## src/rtl/booth_pkg.sv

```systemverilog
// Shared types and helpers for the sequential radix-2 Booth multiplier.
package booth_pkg;

    // Control FSM encoding.
    typedef enum logic [1:0] {
        ST_IDLE = 2'd0,
        ST_RUN  = 2'd1,
        ST_DONE = 2'd2
    } state_t;

    // Iteration counter width: it must hold WIDTH+1, the number of Booth steps
    // needed for a (WIDTH+1)-bit multiplier.
    function automatic int cnt_width(input int width);
        return $clog2(width + 2);
    endfunction

endpackage

```

## src/rtl/booth_step.sv

```systemverilog
// One radix-2 Booth iteration: conditional add/subtract of the multiplicand
// into the accumulator, then a one-bit arithmetic right shift of {A,Q,q_m1}.
module booth_step #(
    parameter int WIDTH = 8
) (
    input  logic [WIDTH+1:0] acc_i,   // accumulator A
    input  logic [WIDTH:0]   q_i,     // multiplier / low product bits Q
    input  logic             qm1_i,   // Booth guard bit q_-1
    input  logic [WIDTH+1:0] m_i,     // multiplicand, sign-extended
    output logic [WIDTH+1:0] acc_o,
    output logic [WIDTH:0]   q_o,
    output logic             qm1_o
);

    logic [WIDTH+1:0] sum;

    // Booth recoding of the pair {Q[0], q_-1}: 10 subtracts, 01 adds, else hold.
    always_comb begin
        sum = acc_i;
        case ({q_i[0], qm1_i})
            2'b10:   sum = acc_i - m_i;
            2'b01:   sum = acc_i + m_i;
            default: sum = acc_i;
        endcase
    end

    // Arithmetic shift: A's MSB is replicated, A's LSB moves into Q, and
    // Q's LSB becomes the new guard bit.
    assign acc_o = {sum[WIDTH+1], sum[WIDTH+1:1]};
    assign q_o   = {sum[0], q_i[WIDTH:1]};
    assign qm1_o = q_i[0];

endmodule

```

## src/rtl/seq_booth_multplr.sv

```systemverilog
// Iterative radix-2 Booth multiplier, one Booth step per clock.
// Operands are widened to WIDTH+1 bits so unsigned values become positive
// two's-complement numbers; a single signed Booth datapath then covers both
// modes. A is WIDTH+2 bits so that no intermediate add/sub can overflow.
module seq_booth_multplr
    import booth_pkg::*;
#(
    parameter int WIDTH = 8
) (
    input  logic               clk,
    input  logic               rst_n,
    input  logic               start,
    input  logic               is_signed,
    input  logic [WIDTH-1:0]   a,
    input  logic [WIDTH-1:0]   b,
    output logic               ready,
    output logic               busy,
    output logic               done,
    output logic [2*WIDTH-1:0] product
);

    localparam int CW = cnt_width(WIDTH);
    localparam int AW = WIDTH + 2;
    localparam int QW = WIDTH + 1;
    localparam int PW = 2 * WIDTH;

    state_t          state_q, state_d;
    logic [AW-1:0]   acc_q, acc_d;
    logic [QW-1:0]   mq_q, mq_d;
    logic            qm1_q, qm1_d;
    logic [AW-1:0]   m_q, m_d;
    logic [CW-1:0]   cnt_q, cnt_d;
    logic [PW-1:0]   product_q, product_d;

    logic [AW-1:0]   step_acc;
    logic [QW-1:0]   step_q;
    logic            step_qm1;

    // Extension bits of the incoming operands (zero in unsigned mode).
    logic            a_ext_bit;
    logic            b_ext_bit;

    assign a_ext_bit = is_signed & a[WIDTH-1];
    assign b_ext_bit = is_signed & b[WIDTH-1];

    booth_step #(
        .WIDTH (WIDTH)
    ) u_step (
        .acc_i (acc_q),
        .q_i   (mq_q),
        .qm1_i (qm1_q),
        .m_i   (m_q),
        .acc_o (step_acc),
        .q_o   (step_q),
        .qm1_o (step_qm1)
    );

    // Next-state logic: operand load on accepted start, one Booth step per
    // RUN cycle, result capture on the final step.
    always_comb begin
        state_d   = state_q;
        acc_d     = acc_q;
        mq_d      = mq_q;
        qm1_d     = qm1_q;
        m_d       = m_q;
        cnt_d     = cnt_q;
        product_d = product_q;

        case (state_q)
            ST_IDLE, ST_DONE: begin
                if (start) begin
                    acc_d   = '0;
                    mq_d    = {b_ext_bit, b};
                    qm1_d   = 1'b0;
                    m_d     = {{2{a_ext_bit}}, a};
                    cnt_d   = CW'(WIDTH + 1);
                    state_d = ST_RUN;
                end else begin
                    state_d = ST_IDLE;
                end
            end
            ST_RUN: begin
                acc_d = step_acc;
                mq_d  = step_q;
                qm1_d = step_qm1;
                cnt_d = cnt_q - 1'b1;
                if (cnt_q == CW'(1)) begin
                    // Exact result lives in the low 2*WIDTH bits of {A,Q}.
                    product_d = {step_acc[WIDTH-2:0], step_q};
                    state_d   = ST_DONE;
                end
            end
            default: begin
                state_d = ST_IDLE;
            end
        endcase
    end

    // State and datapath registers with synchronous active-low reset.
    always_ff @(posedge clk) begin
        if (!rst_n) begin
            state_q   <= ST_IDLE;
            acc_q     <= '0;
            mq_q      <= '0;
            qm1_q     <= 1'b0;
            m_q       <= '0;
            cnt_q     <= '0;
            product_q <= '0;
        end else begin
            state_q   <= state_d;
            acc_q     <= acc_d;
            mq_q      <= mq_d;
            qm1_q     <= qm1_d;
            m_q       <= m_d;
            cnt_q     <= cnt_d;
            product_q <= product_d;
        end
    end

    assign ready   = (state_q == ST_IDLE) || (state_q == ST_DONE);
    assign busy    = (state_q == ST_RUN);
    assign done    = (state_q == ST_DONE);
    assign product = product_q;

endmodule

```

## config.mk

```make
export PLATFORM = sky130hd
export DESIGN_NAME = seq_booth_multplr
export DESIGN_NICKNAME = d
export VERILOG_FILES = /design/src/rtl/booth_pkg.sv /design/src/rtl/booth_step.sv /design/src/rtl/seq_booth_multplr.sv
export SDC_FILE = /design/constraint.sdc
export NUM_CORES = 1
export LEC_CHECK = 0
export BUFFER_PORTS_ARGS = -buffer_cell sky130_fd_sc_hd__buf_4
export CORE_UTILIZATION = 59
export CTS_BUF_LIST = sky130_fd_sc_hd__clkbuf_4
export CTS_CLUSTER_SIZE = 16
export DETAILED_ROUTE_END_ITERATION = 10
export GPL_ROUTABILITY_DRIVEN = 0
export PLACE_DENSITY_LB_ADDON = 0.15
export SLEW_MARGIN = 20
export SYNTH_ARGS = -nofsm -noshare
export SYNTH_HDL_FRONTEND = slang
export SYNTH_SLANG_ARGS = --single-unit
```

## constraint.sdc

```tcl
create_clock -name clk -period 3.31 [get_ports clk]
set_input_delay 0 -clock clk [delete_from_list [all_inputs] [get_ports clk]]
set_output_delay 0 -clock clk [all_outputs]
set_load 0.02 [all_outputs]
```

Yosys cells after proc, flatten, opt, wreduce, memory -nomap -nowiden:

Index checks and enable logic that the tools add are counted.

* eq/ne operators: 7
* $mul: 0
* bitwise gates (word level): 2
* reductions and logical operators: 7
* magnitude comparators: 0
* shift-type cells: 0
* add/subtract/negate cells: 3
* muxes and demuxes: 12
* divide/modulo/power cells: 0

Operator list (count)
* one-hot mux 10 bit (2 select lines): 2
* one-hot mux 9 bit (2 select lines): 1
* adder 10 bit: 1
* two-way mux 10 bit: 1
* subtractor 10 bit: 1
* two-way mux 9 bit: 1
* one-hot mux 4 bit (2 select lines): 1
* AND reduction 2 bit: 3
* == test 2 x 1 -> 1 bit, second input constant: 2
* == test 2 bit, second input constant: 2
* == test 4 x 1 -> 1 bit, second input constant: 1
* two-way mux 4 bit: 1
* one-hot mux 2 bit (2 select lines): 1
* subtractor 4 x 1 -> 4 bit, second input constant: 1
* bitwise AND 1 bit: 2
* logical NOT 2 bit: 1
* two-way mux 1 bit: 2
* two-way mux 2 bit: 1
* != test 2 x 1 -> 1 bit, second input constant: 1
* != test 2 bit, second input constant: 1
* one-hot mux 1 bit (2 select lines): 1
* nonzero test 2 bit: 1
* OR reduction 2 bit: 1
* logical OR 1 bit: 1

* memory bits (read-only): 0
* RAM bits: 0
* word-level logic and storage cells: 38
* input port bits: 20
* bits in registers: 51
* latch bits: 0
* memories kept: 0

Longest topological paths before layout:

* depth after elaboration: 4
* depth in mapped cells: 12
* mapped depth without buffers: 12

Cells and area by module:

Synthesis repeated with hierarchy kept, for this count alone.

* cells, all modules: 306
* area total of the unflattened synthesis: 2706.3 um^2

Modules (own cells, without submodules)
* seq_booth_multplr: cells an instance 200, times used 1, area each 1949.4 um^2
* booth_step: cells an instance 106, times used 1, area each 757.0 um^2

Worst setup path after synthesis:

Ideal clock, no wire load.

* path type: register -> register
* start: reg mq_q[0]
* end: reg acc_q[4]
* stages on the path, launching flop included: 11
* period minus slack after synthesis: 2771 ps
* data arrival time: 2683 ps
* library setup time: 88 ps
* data required time: 3222 ps
* path slack: 539 ps
* path buffers: 1
* cells stage by stage: dfxtp_1 > inv_1 > ha_1 > clkbuf_1 > mux2_2 > ha_1 > a211oi_2 > o21ai_1 > nor4bb_1 > or4_4 > o32ai_2

* word-level cells in the longest chain between the ends: 3

RTL lines
* start, declared: line seq_booth_multplr.sv:29 `logic [QW-1:0] mq_q, mq_d;`
* start signal, assigned: line seq_booth_multplr.sv:112 `mq_q <= mq_d;`
* == test 2 x 1 -> 1 bit / == test 2 bit (equally long branches): line booth_step.sv:20 `case ({q_i[0], qm1_i})`
* one-hot mux 10 bit (2 select lines) *: line booth_step.sv:20
* one-hot mux 10 bit (2 select lines) *: line seq_booth_multplr.sv:69 `case (state_q)`
* end signal, assigned: line seq_booth_multplr.sv:103 `acc_q <= '0;`
* end signal, assigned: line seq_booth_multplr.sv:111 `acc_q <= acc_d;`
* end, declared: line seq_booth_multplr.sv:28 `logic [AW-1:0] acc_q, acc_d;`

Every way passes the cells marked *; elsewhere a longest branch is shown, timed or not.
A chain may end at the register's enable or synchronous reset.

Final worst setup path:

Ends and elaborated chain as after synthesis.

==> results.yml <==
logic_synthesis:
  synth_enable_flop_cells: 0
  synth-seq-cells: 50
  synth_sequential_area_ratio_pct: 38.5
  postSynth.asyncResetShare_pct: 0
  synthesized_nets: 361
  syn_area_um2: 2600
  synth_cell_types: 47
  mean_instance_size_in_the_synthesized_netlist_um2: 7.95
  ys.flop_type: "sky130_fd_sc_hd__dfxtp_1"
  yosysWarningCount: 0
  post_synth_inst_count: 327
clock_network:
  path_clk_slew_ns: 0.15
  clkSinkCount: 50
  clk-insertion-delay-late_ns: 0.38
  postCtsHoldBufs: 19
  cts_tree: "built"
  cell_at_the_root_of_the_clock_tree: "sky130_fd_sc_hd__clkbuf_4"
  clock_path_buffers: 2
  tritoncts.num_buffers: 5
  post-cts-setup-buffer-count: 0
  postCtsResizedCells: 0
  cts.htree.levels: 2
grt:
  gr-max-usage-layer: "met2"
  first_global_vias: 2186
  grt_first_pass_wirelength_um: 9700
  track_usage_pct: 28.0
  grt.overflow.total: 0
  globalRouteMet1Util_pct: 36.1
  antenna_violations_before_repair: 0
  global_route.usage.met2_pct: 46.7
  groute.layer.met3.usage_pct: 5.17
  grt_start_max_net_pins: 44
floorplanning:
  core.rowCount: 23
  floorplan.initialDensity_pct: 63.2
  dieWidth_um: 68.4
  die_h_um: 68.4
  core_region_area_um2: 4120
  floorplan.die_area_um2: 4680
  io-pin-count: 39
sta:
  rsz0062_at_grt: "false"
  report.final.hold_viol_count: 0
  fmax_mhz: 347
  final_period_minus_worst_setup_slack_ns: 2.88
  timing_worst_slew_pin_value_ns: 0.807
  slew_violations: 0
  timing.clock.skew_ns: 0.0103
  layout_worst_path_cycle_share_pct: 87.0
  finalSetupTns_ns: 0
  setup-violations-final: 0
  headroom_to_the_max_slew_limit_pct: 46.2
  timing.final.ws_setup_ns: 0.429
critical_path:
  worstPathArrival_ns: 3.19
  required_ns: 3.62
  timing.critical_path.from_type: "flip-flop"
  timing.setup.critical_path_class: "reg -> reg"
  cp-end-kind: "flip-flop"
  critical_path.max_fanout: 12
detailed_routing:
  drt-vias-per-instance: 5.83
  detail_route.drc_violations: 0
  ant_nets: 0
  post_drt_wl_per_cell_um: 14.3
  drt_wl_total_um: 6120
  drt-pass1-iter-count: 4
  initial_detailed_routing_violation_count: 181
  num_vias: 2503
final_layout:
  layout.cells.most_common: "sky130_fd_sc_hd__nand2_1"
  antenna_cells: 0
  layout-drive-gt1-share_pct: 15.0
  instances_no_fill: 429
  layout.filler_cells: 307
  most-common-layout-cells: "sky130_fd_sc_hd__nand2_1, sky130_fd_sc_hd__dfxtp_1, sky130_fd_sc_hd__a21oi_1, sky130_fd_sc_hd__buf_4, sky130_fd_sc_hd__nor2_1"
  finish.net_count: 412
  post_route_cell_area_um2: 3190
  area.growth.synth_to_final_pct: 22.6
hold_path:
  hold_path_class: "in -> reg"
power_and_ir_drop:
  power_leakage_nw: 1.32
  power.density_nw_per_um2: 439
  finalPower_mw: 1.40
  max-vdd-ir-drop_mv: 0.329
place:
  portBuffers: 38
  placed_cells: 402
  hpwl_um: 4070
  dp_worst_setup_slack_ns: 0.456
  placedInstanceArea_um2: 2920
job:
  cap_viol_max_count: 0
status:
  outcome: "finished, final reports clean"
[worst max-delay path, cell delays in order, from the launching register on]
cell                       delay (ns)
sky130_fd_sc_hd__dfxtp_1         0.35
sky130_fd_sc_hd__inv_1           0.05
sky130_fd_sc_hd__ha_1            0.38
sky130_fd_sc_hd__mux2_2          0.40
sky130_fd_sc_hd__ha_1            0.31
sky130_fd_sc_hd__a211oi_2        0.29
sky130_fd_sc_hd__o21ai_1         0.12
sky130_fd_sc_hd__nor4bb_1        0.15
sky130_fd_sc_hd__or4_4           0.56
sky130_fd_sc_hd__o32ai_2         0.20
[cells in the mapped netlist, drive strengths merged (8+ instances only)]
cell	number	share of area [%]
nand2	52	7.5
dfxtp	50	38
a21oi	44	8.5
nor2	29	4.2
clkbuf	15	2.2
ha	13	6.3
a22oi	12	3.5
nor3	12	2.3
xor2	12	4.0
inv	10	1.4
o21ai	10	1.9
a211oi	9	2.8
nand3	8	1.5
[path summary, 6_finish.rpt]
check / endpoint / slack (ns) / cells after the start / startpoint
hold / removal: acc_q[4] / 0.19 / 4 / start
setup reg to reg: acc_q[4] / 0.43 / 9 / mq_q[0]
setup / recovery: acc_q[4] / 0.43 / 9 / mq_q[0]
hold reg to reg: product[4] / 0.47 / 2 / product[4]
[cell families after synthesis]
logic type | synth area share, %
AOI/OAI and AO/OA | 23.1
xor gates and xnor gates | 4.04
muxes | 1.97
adders and majority gates | 7.03
buffers and inverters | 4.23
and+or+nand+nor | 21.2
DFF | 38.5
[flip-flops by register name, summed over array words and instances, names as in the netlist]
name	count
state_q	2
product	16
qm1_q	1
cnt_q	4
acc_q	9
mq_q	9
m_q	9
[layout make-up]
cell class              instances  area, um^2  share of cell area [%]
flip-flops and latches         50        1000                    31.4
inverters                      11        41.3                    1.30
multi-input cells             248        1490                    46.7
well taps                      50        62.6                    1.96
repair buffers                 62         513                    16.1
clock inverters                 3        42.5                    1.33
clock buffers                   5        37.5                    1.18
[routing by layer]
metal | wire length (um) | up-vias | part of all wire [%]
met1 | 2810 | 1168 | 46
met5 | 0 | - | 0
met3 | 336 | 8 | 5.5
li1 | - | 1253 | -
met4 | 73 | 0 | 1.2
met2 | 2900 | 74 | 47
[stage by stage]
step	utilization (%)	hold slack, ns
after floorplan	-	0.136
after global placement	70.9	0.247
after detailed placement	70.9	0.257
after CTS	77.4	0.192
after global routing	77.4	0.213
final	77.4	0.193
[report_power, final]
part           internal (mW)  switching (mW)  total (mW)
clock network          0.160           0.212       0.371
logic                  0.157           0.205       0.362
registers              0.635          0.0299       0.665
total                  0.952           0.446        1.40
Note: power is estimated with default switching activity, not from simulation.
